### src/rtl/add_seq_ctrl.sv
// add_seq_ctrl: multi-precision add/subtract sequencer.
//
// Streams nwords operand pairs (least-significant word first) through a single
// combinational claAdder. The carry is registered between words, so operands
// wider than WIDTH are added at one word per cycle.
//
// Ports
//   clk, rst_n          clock, asynchronous active-low reset
//   start, nwords       begin an operation of nwords pairs (taken in IDLE only)
//   cin, sub            initial carry (add mode), subtract mode (A-B)
//   abort               cancel the operation in progress
//   in_valid/in_ready   operand stream handshake; a_in, b_in operand words
//   out_valid/out_ready result stream handshake; s_out sum word, out_last final word
//   busy                operation in progress
//   done                one-cycle completion pulse
//   cout                final carry (1 = no borrow in subtract mode)

// claAdder: combinational adder, lookahead inside 4-bit groups with the
// group carries chained from group to group.
module claAdder #(
  parameter int WIDTH = 64
) (
  input  logic [WIDTH-1:0] a,
  input  logic [WIDTH-1:0] b,
  input  logic             cin,
  output logic [WIDTH-1:0] s,
  output logic             cout
);
  logic [WIDTH-1:0] g;
  logic [WIDTH-1:0] p;

  assign g = a & b;
  assign p = a ^ b;

  always_comb begin
    logic term;
    logic prod;
    logic cprev;
    logic cgrp;
    // NOTE: every combinational output gets a value before any loop or branch,
    // so no path leaves it unassigned and no latch is inferred.
    s     = '0;
    term  = 1'b0;
    prod  = 1'b0;
    cprev = cin;
    cgrp  = cin;
    for (int base = 0; base < WIDTH; base += 4) begin
      cprev = cgrp;
      for (int j = base; j < base + 4 && j < WIDTH; j++) begin
        s[j] = p[j] ^ cprev;
        // Carry out of bit j expanded as a sum of products back to the group carry-in.
        term = g[j];
        prod = p[j];
        for (int m = j - 1; m >= base; m--) begin
          term = term | (prod & g[m]);
          prod = prod & p[m];
        end
        cprev = term | (prod & cgrp);
      end
      cgrp = cprev;
    end
    cout = cgrp;
  end
endmodule

module add_seq_ctrl #(
  parameter int WIDTH = 64,
  parameter int CNT_W = 4
) (
  input  logic             clk,
  input  logic             rst_n,
  input  logic             start,
  input  logic [CNT_W-1:0] nwords,
  input  logic             cin,
  input  logic             sub,
  input  logic             abort,
  input  logic             in_valid,
  output logic             in_ready,
  input  logic [WIDTH-1:0] a_in,
  input  logic [WIDTH-1:0] b_in,
  output logic             out_valid,
  input  logic             out_ready,
  output logic [WIDTH-1:0] s_out,
  output logic             out_last,
  output logic             busy,
  output logic             done,
  output logic             cout
);
  localparam logic [1:0] IDLE  = 2'd0;
  localparam logic [1:0] RUN   = 2'd1;
  localparam logic [1:0] DRAIN = 2'd2;

  localparam logic [CNT_W-1:0] CNT_ONE = {{(CNT_W-1){1'b0}}, 1'b1};

  logic [1:0]       state;
  logic [CNT_W-1:0] cnt;
  logic [CNT_W-1:0] nwords_q;
  logic             sub_q;
  logic             carry;

  logic [WIDTH-1:0] add_b;
  logic [WIDTH-1:0] add_s;
  logic             add_cout;
  logic             in_hs;
  logic             out_hs;

  // Subtraction is A + ~B + 1; the +1 comes from the carry preset at start.
  assign add_b = sub_q ? ~b_in : b_in;

  claAdder #(.WIDTH(WIDTH)) u_add (
    .a    (a_in),
    .b    (add_b),
    .cin  (carry),
    .s    (add_s),
    .cout (add_cout)
  );

  // Accept a new pair whenever the output register is empty or draining this cycle.
  assign in_ready = (state == RUN) && (!out_valid || out_ready);
  assign in_hs    = in_valid && in_ready;
  assign out_hs   = out_valid && out_ready;
  assign busy     = (state != IDLE);

  // NOTE: sequential state uses non-blocking assignments so every register
  // samples pre-edge values regardless of statement order.
  always_ff @(posedge clk or negedge rst_n) begin
    if (!rst_n) begin
      state     <= IDLE;
      cnt       <= '0;
      nwords_q  <= '0;
      sub_q     <= 1'b0;
      carry     <= 1'b0;
      s_out     <= '0;
      out_valid <= 1'b0;
      out_last  <= 1'b0;
      done      <= 1'b0;
      cout      <= 1'b0;
    end else begin
      done <= 1'b0;
      case (state)
        IDLE: begin
          if (start && (nwords != '0)) begin
            nwords_q <= nwords;
            sub_q    <= sub;
            carry    <= sub ? 1'b1 : cin;
            cnt      <= '0;
            state    <= RUN;
          end
        end
        RUN: begin
          if (abort) begin
            out_valid <= 1'b0;
            out_last  <= 1'b0;
            state     <= IDLE;
          end else if (in_hs) begin
            // A simultaneous output handshake is covered: the register reloads.
            s_out     <= add_s;
            out_valid <= 1'b1;
            carry     <= add_cout;
            cnt       <= cnt + CNT_ONE;
            if (cnt == nwords_q - CNT_ONE) begin
              out_last <= 1'b1;
              state    <= DRAIN;
            end
          end else if (out_hs) begin
            out_valid <= 1'b0;
          end
        end
        DRAIN: begin
          if (abort) begin
            out_valid <= 1'b0;
            out_last  <= 1'b0;
            state     <= IDLE;
          end else if (out_hs) begin
            out_valid <= 1'b0;
            out_last  <= 1'b0;
            cout      <= carry;
            done      <= 1'b1;
            state     <= IDLE;
          end
        end
        default: state <= IDLE;
      endcase
    end
  end
endmodule
### config.mk
export PLATFORM = sky130hd
export DESIGN_NAME = add_seq_ctrl
export DESIGN_NICKNAME = d
export VERILOG_FILES = /design/src/rtl/add_seq_ctrl.sv
export SDC_FILE = /design/constraint.sdc
export NUM_CORES = 1
export LEC_CHECK = 0
export CORE_MARGIN = 2
export CORE_UTILIZATION = 44
export DETAILED_ROUTE_END_ITERATION = 8
export MAX_ROUTING_LAYER = met4
export PLACE_DENSITY = 0.78
export SLEW_MARGIN = 20
export SYNTH_ARGS = -nofsm -noshare
export SYNTH_HDL_FRONTEND = slang
export SYNTH_HIERARCHICAL = 1
export SYNTH_SLANG_ARGS = --single-unit
### constraint.sdc
create_clock -name clk -period 3.6 [get_ports clk]
set_input_delay 0.72 -clock clk [delete_from_list [all_inputs] [get_ports clk]]
set_output_delay 0.72 -clock clk [all_outputs]
set_load 0.02 [all_outputs]
==> results of run 1 <==
==> logic make-up (layout without fill, tap and decap cells) <==
logic type / count (synthesis) / after routing / share of synthesized area, %
AOI/OAI and AO/OA: 124 / 124 / 12.9
and+or+nand+nor: 118 / 118 / 9.24
xor gates and xnor gates: 113 / 113 / 14.6
adders and majority gates: 85 / 85 / 17.5
DFF: 80 / 80 / 29.6
buffers and inverters: 72 / 408 / 4.24
muxes: 71 / 71 / 11.9
==> cell usage in the layout, fill, tap and decap left out, types with 3 or more instances in the layout <==
cell type / instances
mux2_1: 59
o21ai_1: 7
o21bai_1: 4
xor2_2: 4
clkbuf_16: 10
xnor2_1: 37
fa_2: 3
o211ai_1: 3
nor2_1: 29
o21ai_0: 14
buf_4: 118
a21oi_2: 9
dfrtp_1: 79
a31oi_1: 4
clkdlybuf4s50_1: 194
nor2b_1: 6
dlygate4sd2_1: 12
nand3_1: 5
xor2_1: 70
nand2b_1: 9
inv_1: 57
and2_1: 3
mux2_4: 3
ha_1: 67
nand4_1: 8
o21a_1: 7
nor3_1: 7
mux2_2: 9
fa_1: 13
nand3_2: 5
a21o_1: 17
a21oi_1: 27
buf_12: 4
nand2_1: 24
==> metal layers <==
layer / GRT usage, % / part of all wire, % / vias up
met5: - / 0 / -
met4: 6.46 / 1.9 / 0
met3: 4.42 / 6.7 / 26
met2: 40.6 / 49 / 214
met1: 28.8 / 43 / 2990
li1: - / - / 2958
==> cells in the mapped netlist (all sizes together) (5+ instances only) <==
master and count:
dfrtp 80, o21bai 6, xnor2 37, buf 13, nor3 8, o211ai 5
xor2 76, o21a 7, inv 57, nand4 8, fa 16, a21oi 38
mux2 71, nand2 25, a31oi 6, nand2b 9, nor2 32, o21ai 25
a21o 17, ha 69, nor2b 7, nand3 11
==> area by class of cell <==
type,instances,area (um2),area share (%)
Multi-Input combinational cell,511,4830,44.9
Sequential cell,80,2010,18.7
Clock buffer,11,243,2.26
Inverter,57,214,1.99
Tap cell,188,235,2.19
Timing Repair Buffer,335,3140,29.2
Clock inverter,5,80.1,0.745
==> power groups by stage <==
stage	Sequential [mW]	Combinational [mW]	Clock, mW
finish	1.65	7.60	1.01
global route	1.72	8.24	1.06
CTS	1.67	7.14	1.03
detailed placement	1.66	6.69	0
global placement	1.65	6.57	0
floorplan	2.07	3.67	0
==> worst max-delay path by stage <==
stage                           start                    end  slack, ps  cells after the start
CTS                 sub_q$_DFFE_PN0P_  s_out[60]$_DFFE_PN0P_        -70                     15
detailed placement           b_in[34]  s_out[61]$_DFFE_PN0P_       -550                     16
floorplan           sub_q$_DFFE_PN0P_  s_out[60]$_DFFE_PN0P_         10                     16
finish              sub_q$_DFFE_PN0P_  s_out[44]$_DFFE_PN0P_       -120                     16
global placement             b_in[13]  s_out[48]$_DFFE_PN0P_       -540                     16
global route        sub_q$_DFFE_PN0P_  s_out[62]$_DFFE_PN0P_       -240                     16
==> registers in the layout, indices dropped and copies added (netlist names) <==
signal,count
s_out,64
cnt,4
nwords_q,4
state,2
carry,1
cout,1
done,1
out_last,1
out_valid,1
sub_q,1
==> stage by stage <==
stage / TNS [ps] / cell area, um2
floorplan: 0 / 6770
global placement: -14850 / 9790
detailed placement: -17270 / 9790
CTS: -306 / 10500
global route: -3810 / 10800
finish: -711 / 10800
==> repair_timing <==
action / in CTS / in global routing
resized for setup: 50 / 35
buffers inserted: 19 / 7
gates cloned: 2 / 1
setup endpoints to repair: 27 / 39
pin swaps: 36 / 28
hold endpoints to repair: 0 / 0
hold buffers: 0 / 0
==> metrics.md, run 1 <==
| Metric | Value |
|---|---|
| Drt total wl | `19800 um` |
| GPL Wtd Cong | `0.896` |
| Failing checks | `setup timing` |
| Mapped cell area | `about 6800 um2` |
| Area contributors post-synth | `dfrtp_1 30%, ha_1 13%, mux2_1 10%` |
| Clock Path Buffers | `2` |
| Static leakage | `between 4 and 5 nW` |
| Mean Syn Cell Area | `10.2 um2` |
| Area grow syn2layout | `59.1%` |
| Max Transition Viols Final | `0` |
| Vias per cell | `between 5 and 6` |
| Crit Path Max Fanout | `6` |
| Ys Warns | `6` |
| Internal | `5.90 mW` |
| Clk pwr share | `around 9.8%` |
| Max-Cap Viols | `0` |
| Ant. Diodes | `0` |
| Drt pass-1 iters | `4` |
| GRT Total Usage | `23.7%` |
| CP max-delay cell | `dfrtp_4` |
| Power Total | `a little over 10 mW` |
| Crit start category | `flop` |
| Skew-Pair Late Insertion Delay | `340 ps` |
| Initial Utilization | `44.8%` |
| Start of the worst register-to-register path | `sub_q$_DFFE_PN0P_` |
| Die height | `128 um` |
| Avg WL per Cell | `16.7 um` |
| Fraction of registers with async set or reset after synthesis | `100%` |
| Vias in the first global route | `6349` |
| Placed cell count | `1143` |
| Final hold vios | `0` |
| Flop pwr share | `between 10% and 20%` |
| Number of synthesized flops with an enable pin | `0` |
| H-tree levels | `3` |
| Number of library cell types mapped by synthesis | `60` |
| Status | `finished with violations` |
| Flops & latches, synth | `80` |
| Largest net degree at the start of global routing | `65` |
| Crit path DAT | `3940 ps` |
| # DRC | `0` |
| CP Class | `flop to flop` |
| Sw Ratio | `a little over two fifths` |
| Worst rel slew slack | `56.6%` |
| Synth area leader | `dfrtp_1` |
| RSZ-0062 raised after global routing | `yes` |
| Mapped Nets | `888` |
| Sw Pwr | `approximately 4.4 mW` |
| Cts bufs inserted | `9` |
| Clock tree root driver cell | `clkbuf_16` |
| DP HPWL | `roughly 14000 um` |
| Port Buffers | `between 200 and 250` |
| Comb pwr share | `74.1%` |
| 1st-iter DRT viols | `235` |
| Boundary Pins | `210` |
| R2r worst-path depth | `16` |
| Rows | `45` |
| CP bufs+invs | `5` |
| Core area | `15100 um2` |
| First-pass GRT wire length | `~30000 um` |
| Mapped Cells | `663` |
| Sequential fraction of the synthesis area | `between 20% and 30%` |
| Critical path required time | `3820 ps` |
| Antenna violations before repair | `0` |
| Post-synth top area share | `29.6%` |
| Crit path cell chain | `buf_12, buf_16, xor2_1, ha_1, and4_4, and3_4, nand2_2, o211ai_4, buf_6, nor2_4, o21bai_4, a31oi_4, buf_4, fa_2, inv_1, mux2_1` |
| Endpoint class of the critical path | `flop` |
| Worst-Margin Slew | `651 ps` |
| Final core utilization | `71.3%` |
| Cell Count, Final, Fillers Out | `1187` |
| Most used DFF post-synth | `dfrtp_1` |
| Skew final | `around 5.1 ps` |
| # fillers | `1076` |
| GRT Residual Overflow | `0` |
| Flop2flop setup slack | `-120 ps` |
| Max Clock Freq | `269 MHz` |
| Min Tclk post-route | `3720 ps` |
| Nets | `1219` |
| Die width | `128 um` |
| TritonCTS clock tree | `yes` |
| Clock sink total | `80` |
| Setup WS post-layout | `-116 ps` |
| WHS | `416 ps` |
| Min-Delay Path Class | `primary input to asynchronous set/reset pin` |
| Setup Viol. Count Final | `11` |
| Final Cycle Share | `103%` |
| Power Density | `between 900 and 1000 nW/um2` |
| ANT nets after route | `0` |
| VDD IR-drop max | `approximately 520 uV` |
| Layout cell share with drive strength beyond 1 | `roughly 22%` |
| Reg clk slew, reported paths | `60 ps` |
| R2R Path End | `s_out[44]$_DFFE_PN0P_` |
| Die footprint | `16400 um2` |
| Post-place setup slack | `-554 ps` |
| Detailed-route via count | `6188` |
| Crit-path leading delay family | `adder cells` |
| Max incr delay on CP | `530 ps` |
No activity file was read; power rests on OpenSTA's default activity.
==> inputs of run 2 (changes only) <==
- GPL_TIMING_DRIVEN: default -> 0
- PLACE_DENSITY: 0.78 -> 0.84
==> metrics.md, run 2 (synthesized netlist as in run 1, its figures left out) <==
| Metric | Value |
|---|---|
| ANT nets after route | `0` |
| Status | `finished with violations` |
| Die footprint | `about 16000 um2` |
| Placed cell count | `1061` |
| Min-Delay Path Class | `primary input to asynchronous set/reset pin` |
| Initial Utilization | `44.8%` |
| Sw Pwr | `4.34 mW` |
| Min Tclk post-route | `3770 ps` |
| Nets | `approximately 1200` |
| Clock tree root driver cell | `clkbuf_16` |
| Post-CTS Hold Fix Bufs | `0` |
| Max reg flops | `between 60 and 70` |
| CP Class | `flop to flop` |
| Most frequent cells in the layout | `194 x clkdlybuf4s50_1, 80 x dfrtp_1, 70 x xor2_1, 67 x ha_1` |
| Rows | `45` |
| Crit path DAT | `3990 ps` |
| Drt total wl | `19700 um` |
| Crit Path Max Fanout | `7` |
| Final Cycle Share | `105%` |
| Boundary Pins | `210` |
| VDD IR-drop max | `652 uV` |
| Clk pwr share | `about a tenth` |
| Critical path required time | `3820 ps` |
| Max Clock Freq | `265 MHz` |
| Port Buffers | `roughly 210` |
| Final hold vios | `0` |
| Biggest registers after layout | `s_out (64), cnt (4), nwords_q (4)` |
| Reg clk slew, reported paths | `70 ps` |
| # DRC | `0` |
| DP HPWL | `14000 um` |
| Worst-Margin Slew | `566 ps` |
| H-tree levels | `3` |
| Largest Register | `s_out` |
| Skew-Pair Late Insertion Delay | `340 ps` |
| TritonCTS clock tree | `yes` |
| Comb pwr share | `73.4%` |
| Layout cell share with drive strength beyond 1 | `19.4%` |
| Drt pass-1 iters | `5` |
| Die width | `128 um` |
| Worst rel slew slack | `62.3%` |
| Max Transition Viols Final | `0` |
| Skew final | `between 8 and 9 ps` |
| Power Total | `9.80 mW` |
| First-pass GRT wire length | `30100 um` |
| Avg WL per Cell | `17.4 um` |
| Cell Count, Final, Fillers Out | `1131` |
| Antenna violations before repair | `0` |
| Power Density | `954 nW/um2` |
| Vias in the first global route | `6225` |
| Sw Ratio | `between 40% and 50%` |
| Clock Path Buffers | `2` |
| Commonest non-fill, non-tap cell in the layout | `clkdlybuf4s50_1` |
| Max-Cap Viols | `0` |
| Area grow syn2layout | `52.0%` |
| Setup Viol. Count Final | `11` |
| Setup WS post-layout | `-174 ps` |
| Endpoint class of the critical path | `flop` |
| 1st-iter DRT viols | `344` |
| Core area | `15100 um2` |
| Internal | `5.46 mW` |
| # fillers | `1128` |
| RSZ-0062 raised after global routing | `yes` |
| Detailed-route via count | `6050` |
| Clock sink total | `80` |
| Largest net degree at the start of global routing | `42` |
| Flop pwr share | `16.7%` |
| Failing checks | `setup timing` |
| GRT Total Usage | `23.9%` |
| Crit start category | `flop` |
| Cts bufs inserted | `9` |
| GPL Wtd Cong | `between 0.9 and 1` |
| Static leakage | `4.59 nW` |
| GRT Residual Overflow | `0` |
| Vias per cell | `~5.3` |
| Die height | `128 um` |
-- run 2: changes by cell type in the layout (fill, tap and decap cells not counted), moves of 3 or more --
cell | before | now
buf_4 | 118 | 55
buf_2 | 0 | 8
mux2_1 | 59 | 55
a31oi_2 | 1 | 4
inv_1 | 57 | 54
inv_2 | 0 | 3
mux2_4 | 3 | 6
-- run 2: final timing paths --
| path | startpoint | to | slack (ps) | depth (start not counted) |
|---|---|---|---|---|
| setup / recovery | sub_q$_DFFE_PN0P_ | s_out[56]$_DFFE_PN0P_ | -170 | 16 |
| max in group asynchronous | rst_n | s_out[58]$_DFFE_PN0P_ | 2610 | 2 |
| min in group clk | s_out[43]$_DFFE_PN0P_ | s_out[43]$_DFFE_PN0P_ | 490 | 1 |
| hold reg to reg | s_out[43]$_DFFE_PN0P_ | s_out[43]$_DFFE_PN0P_ | 490 | 1 |
| hold / removal | rst_n | s_out[16]$_DFFE_PN0P_ | 360 | 1 |
| setup reg to reg | sub_q$_DFFE_PN0P_ | s_out[56]$_DFFE_PN0P_ | -170 | 16 |
-- run 2: area by class of cell --
cell class / count / area [um2] / share of cell area, %
diodes: 1 / 2.50 / 0.0244
multi-input cells: 511 / 4850 / 47.2
repair buffers: 265 / 2550 / 24.8
flip-flops and latches: 80 / 2000 / 19.5
plain buffers: 14 / 118 / 1.14
clock inverters: 5 / 63.8 / 0.621
well taps: 188 / 235 / 2.29
clock buffers: 10 / 239 / 2.33
inverters: 57 / 214 / 2.08
-- run 2: per-stage QoR --
stage	setup WS (ps)	setup TNS (ps)	util, %	area, um2	hold slack [ps]
floorplan	11.3	0	-	6770	424
global placement	-1330	-122530	60.3	9090	472
detailed placement	-824	-17990	60.4	9120	481
CTS	-103	-298	66.0	9960	369
global route	-296	-4110	68.1	10300	398
finish	-174	-976	68.1	10300	360
-- run 2: timing repair --
item	CTS	global route
endpoints found under the setup margin	36	35
pin swaps	51	36
buffers inserted	40	13
gates resized for setup	68	44
gates cloned	0	2
-- run 2: power by group through the flow --
stage	sequential (mW)	clock, mW	combinational [mW]
CTS	1.63	0.991	6.64
global placement	1.63	0	5.84
detailed placement	1.64	0	5.99
floorplan	2.07	0	3.67
global route	1.70	1.03	7.81
finish	1.64	0.967	7.19
-- run 2: metal layers --
layer  part of all wire (%)  wire (um)  track usage [%]  vias up
li1                       -          -                -     2847
met1                     41       8140             28.1     2943
met2                     50       9760             41.1      230
met3                    7.0       1380             5.30       30
met4                    1.9        382             6.85        0
met5                      0          0                -        -
-- run 2: worst max-delay path, cell delays in order, from the launching register on --
cell and delay, ps:
dfrtp_1 410, buf_8 170, clkbuf_16 170, xor2_1 160, ha_1 310, nand4_1 150, or3_4 370, or2_4 260
o221ai_4 220, a221oi_4 110, buf_4 160, nand2_2 50, inv_2 40, o31a_1 250, fa_2 530, inv_2 30
mux2_4 250
